## src/rtl/if_id_buffer.sv

```systemverilog
// IF/ID pipeline buffer: a two-entry FIFO of {instr, pc4} between fetch and decode,
// with a taken-branch flush and NOP presentation whenever the buffer is empty.
module if_id_buffer #(
  parameter logic [31:0] NOP_INSTR = 32'h0000_0000
) (
  input  logic        clk,
  input  logic        rst_n,
  input  logic        in_valid,
  output logic        in_ready,
  input  logic [31:0] in_instr,
  input  logic [31:0] in_pc4,
  input  logic        flush,
  output logic        out_valid,
  input  logic        out_ready,
  output logic [31:0] out_instr,
  output logic [31:0] out_pc4,
  output logic [5:0]  out_opcode,
  output logic [4:0]  out_rs,
  output logic [4:0]  out_rt,
  output logic [4:0]  out_rd,
  output logic [15:0] out_imm,
  output logic [1:0]  count
);

  logic [31:0] instrMem_q [2];
  logic [31:0] pc4Mem_q   [2];
  logic        wrPtr_q, wrPtr_d;
  logic        rdPtr_q, rdPtr_d;
  logic [1:0]  count_q, count_d;
  logic        doAccept, doRelease;

  // Handshake flags come from registered occupancy only, so in_ready never
  // depends combinationally on the decode side.
  assign in_ready  = (count_q != 2'd2);
  assign out_valid = (count_q != 2'd0);
  assign doAccept  = in_valid && in_ready && !flush;
  assign doRelease = out_valid && out_ready && !flush;

  always_comb begin
    wrPtr_d = wrPtr_q;
    rdPtr_d = rdPtr_q;
    count_d = count_q;
    if (flush) begin
      wrPtr_d = 1'b0;
      rdPtr_d = 1'b0;
      count_d = 2'd0;
    end else begin
      if (doAccept)  wrPtr_d = ~wrPtr_q;
      if (doRelease) rdPtr_d = ~rdPtr_q;
      case ({doAccept, doRelease})
        2'b10:   count_d = count_q + 2'd1;
        2'b01:   count_d = count_q - 2'd1;
        default: count_d = count_q;
      endcase
    end
  end

  always_ff @(posedge clk or negedge rst_n) begin
    if (!rst_n) begin
      wrPtr_q <= 1'b0;
      rdPtr_q <= 1'b0;
      count_q <= 2'd0;
    end else begin
      wrPtr_q <= wrPtr_d;
      rdPtr_q <= rdPtr_d;
      count_q <= count_d;
    end
  end

  // Flush leaves stale words in storage; they are unreachable once count is 0.
  always_ff @(posedge clk or negedge rst_n) begin
    if (!rst_n) begin
      for (int i = 0; i < 2; i++) begin
        instrMem_q[i] <= NOP_INSTR;
        pc4Mem_q[i]   <= 32'h0;
      end
    end else if (doAccept) begin
      instrMem_q[wrPtr_q] <= in_instr;
      pc4Mem_q[wrPtr_q]   <= in_pc4;
    end
  end

  assign out_instr  = out_valid ? instrMem_q[rdPtr_q] : NOP_INSTR;
  assign out_pc4    = out_valid ? pc4Mem_q[rdPtr_q]   : 32'h0;
  assign out_opcode = out_instr[31:26];
  assign out_rs     = out_instr[25:21];
  assign out_rt     = out_instr[20:16];
  assign out_rd     = out_instr[15:11];
  assign out_imm    = out_instr[15:0];
  assign count      = count_q;

endmodule

```

## config.mk

```make
export PLATFORM = sky130hd
export DESIGN_NAME = if_id_buffer
export DESIGN_NICKNAME = d
export VERILOG_FILES = /design/src/rtl/if_id_buffer.sv
export SDC_FILE = /design/constraint.sdc
export NUM_CORES = 1
export LEC_CHECK = 0
export CAP_MARGIN = 20
export CORE_ASPECT_RATIO = 0.6
export CORE_MARGIN = 1
export CORE_UTILIZATION = 52
export DETAILED_ROUTE_END_ITERATION = 10
export GPL_TIMING_DRIVEN = 0
export HOLD_SLACK_MARGIN = 0.12
export PLACE_DENSITY = 0.85
export SYNTH_ARGS = -nofsm -noshare
export SYNTH_HDL_FRONTEND = slang
export SYNTH_SLANG_ARGS = --single-unit
```

## constraint.sdc

```tcl
create_clock -name clk -period 3.3 [get_ports clk]
set_input_delay 0.66 -clock clk [delete_from_list [all_inputs] [get_ports clk]]
set_output_delay 0.66 -clock clk [all_outputs]
set_load 0.03 [all_outputs]
```

==> impl_metrics.ini <==
[synthesis]
synth_nets = 543
synth_warnings = 0
synth.distinct_cells = 24
yosysMostFrequentCell = dfrtp_1
async_flop_share_pct = 100.0
synth.area.top_cells = dfrtp_1 52%, mux2_2 15%, mux2i_1 10%
synth_largest_area_cell = dfrtp_1
synth_top_area_share_pct = 51.90
synthTopCellsByCount = 132 x dfrtp_1, 87 x mux2_2, 66 x nor2_1
avgSynthCellArea_um2 = 13.43
synth_edf_count = 0
synthCells = 474
synth_ff_type = dfrtp_1
netlist_area_mm2 = 0.006365
synth-seq-area-share_pct = 51.90
synth-seq-cells = 132

[pwr]
p_leak_nw = 3.826
p_per_area_mw_per_mm2 = 659.5
ir_drop_uv = 484.2

[timing]
fin_tns_setup_ns = 0
fmax_mhz = 318.0
rsz0062_at_grt = no
setup_slack_ns = 0.1558
hold_violations = 0
worstMarginPinSlew_ns = 0.9262
min_period_ns = 3.144
slew_viol_final = 0
fin_crit_sh_pct = 95.28
max_slew_margin_pct = 37.79
setup_viol = 0
clock_skew_ns = 0.009975

[cells_and_area]
antenna_cells = 0
areaGrowthSynthToFinish_pct = 40.75
regArea_mm2 = 0.003303
fin_util_pct = 77.24
nets = 736
multi_input_area_mm2 = 0.002611
fillers = 687
final_cell_area_mm2 = 0.008959
drive_above_1_share_pct = 33.53

[critical_path]
crit_path_end_kind = output port
reg2regPathDepth = 4
crit_path_max_incr_delay_ns = 0.58
cp-start-kind = flip-flop
critPathMaxFanout = 10
crit_arrival_ns = 2.48
cpMostUsedCell = nor2_1
cpMaxStageDelayCell = clkdlybuf4s50_1
path_class = reg2out
path_cells = nor2_1 -> clkbuf_1 -> nor2_1 -> buf_4 -> clkdlybuf4s50_1
critPathRequiredTime_ns = 2.64

[drt]
ant_nets = 0
vias_per_cell = 5.087
vias = 4273
route.detailed.wl_per_inst_um = 17.67
routed_wirelength_um = 14840
drc = 0
drtIter0Drc = 107
first_pass_iters = 4

[clock_tree]
cts_root_buf = clkbuf_16
clk_pin_slew_ns = 0.06
cts_sinks = 132
clk_latency_ns = 0.41
cts_buffers = 17
cts_tree = done
cts.path.max_buffers = 2
cts_setup_buffers = 0
htree_levels = 4
ctsHoldBuffers = 0

[global_routing]
antenna_found_initial = 0
grt_pass1_vias = 4630
grt_usage_pct = 24.97
grt_max_degree = 97
overflow = 0
grt_pass1_wl_um = 23640

[placed_design]
dp_hpwl_um = 10390
port_buffers = 173
dp_slack_ns = 0.1988
dpl-instance-area_mm2 = 0.008325
place.gp.congestion = 0.7991

[flow_run]
maxCapViolCount = 0

[floorplanning]
pin_count = 174
dieArea_mm2 = 0.01270
initial_core_util_pct = 54.88
coreArea_mm2 = 0.01160
fp-row-count = 30
die_h_um = 87.70
die_w_um = 144.8

[hold_path]
hold_class = in2async

[run_status]
status = finished clean
timing repair:
item,4_1_cts,5_1_grt
resized for setup,4,10
pin swaps,0,0
endpoints found under the setup margin,78,32
gates cloned,0,0
power by group:
group | switching [mW] | internal [mW]
clock | 0.739 | 1.22
sequential | 0.220 | 2.02
combinational | 0.804 | 0.914
total | 1.76 | 4.15
layout make-up:
type	instances	area share, %
Tap cell	160	2.235
Timing Repair Buffer	174	19.65
Multi-Input combinational cell	275	29.15
Clock inverter	14	1.969
Inverter	3	0.1257
Clock buffer	18	4.902
Buffer	64	5.098
Sequential cell	132	36.87
layer usage:
metal	up-vias	global-route usage [%]	routed length [um]
li1	1985	-	-
met1	2131	32.85	6908
met2	138	41.74	6952
met3	19	5.358	807
met4	0	7.943	176
met5	-	0	0
critical path: cells and delay by family, from the launching register on:
kind / cells / cell delay, ns
AND/OR/NAND/NOR: 2 / 0.37
buffers and inverters: 3 / 1.26
flip-flops: 1 / 0.44
kinds of logic (layout without fill, tap and decap cells):
kind of cell / Yosys count / in the layout / synth area share (%)
AO/OA/AOI/OAI: 8 / 8 / 0.7078
XOR/XNOR: 1 / 1 / 0.1376
buffers and inverters: 67 / 273 / 7.077
flip-flops: 132 / 132 / 51.90
multiplexers: 193 / 193 / 35.23
AND/OR/NAND/NOR: 73 / 73 / 4.954
final timing paths:
path                                             from                          to  slack [ns]
max in group asynchronous                       rst_n  instrMem_q[42]$_DFFE_PN0P_        2.36
setup / recovery                 count[1]$_DFFE_PN0P_               out_opcode[1]        0.16
hold reg to reg            instrMem_q[31]$_DFFE_PN0P_  instrMem_q[31]$_DFFE_PN0P_        0.50
setup reg to reg                 count[0]$_DFFE_PN0P_  instrMem_q[41]$_DFFE_PN0P_        1.12
min in group clk           instrMem_q[31]$_DFFE_PN0P_  instrMem_q[31]$_DFFE_PN0P_        0.50
hold / removal                                  rst_n     pc4Mem_q[4]$_DFFE_PN0P_        0.14
metrics by stage:
step | hold slack (ns) | total power, mW | instances
final | 0.1413 | 5.908 | 840
after global placement | 0.4679 | 3.874 | 807
after global routing | 0.1634 | 6.155 | 840
after detailed placement | 0.4927 | 3.966 | 808
after CTS | 0.1452 | 5.931 | 840
after floorplan | 0.3644 | 3.322 | 474
registers in the layout, summed over array words and instances (netlist names):
name        cells
instrMem_q     64
count           2
pc4Mem_q       64
rdPtr_q         1
wrPtr_q         1
placed cells by master (no fill, tap or decap), drive strengths merged:
| cell | count |
|---|---|
| dfrtp | 132 |
| o21ai | 2 |
| clkbuf | 28 |
| nor2 | 66 |
| xor2 | 1 |
| clkinvlp | 5 |
| o211ai | 1 |
| a21oi | 4 |
| clkinv | 3 |
| nor4 | 1 |
| mux2i | 65 |
| buf | 56 |
| a21o | 1 |
| or2 | 1 |
| or3 | 1 |
| inv | 6 |
| mux2 | 128 |
| and2b | 1 |
| nor3b | 1 |
| nand4b | 1 |
| bufinv | 3 |
| nand3b | 1 |
| clkdlybuf4s50 | 172 |
Note: power is estimated with default switching activity, not from simulation.
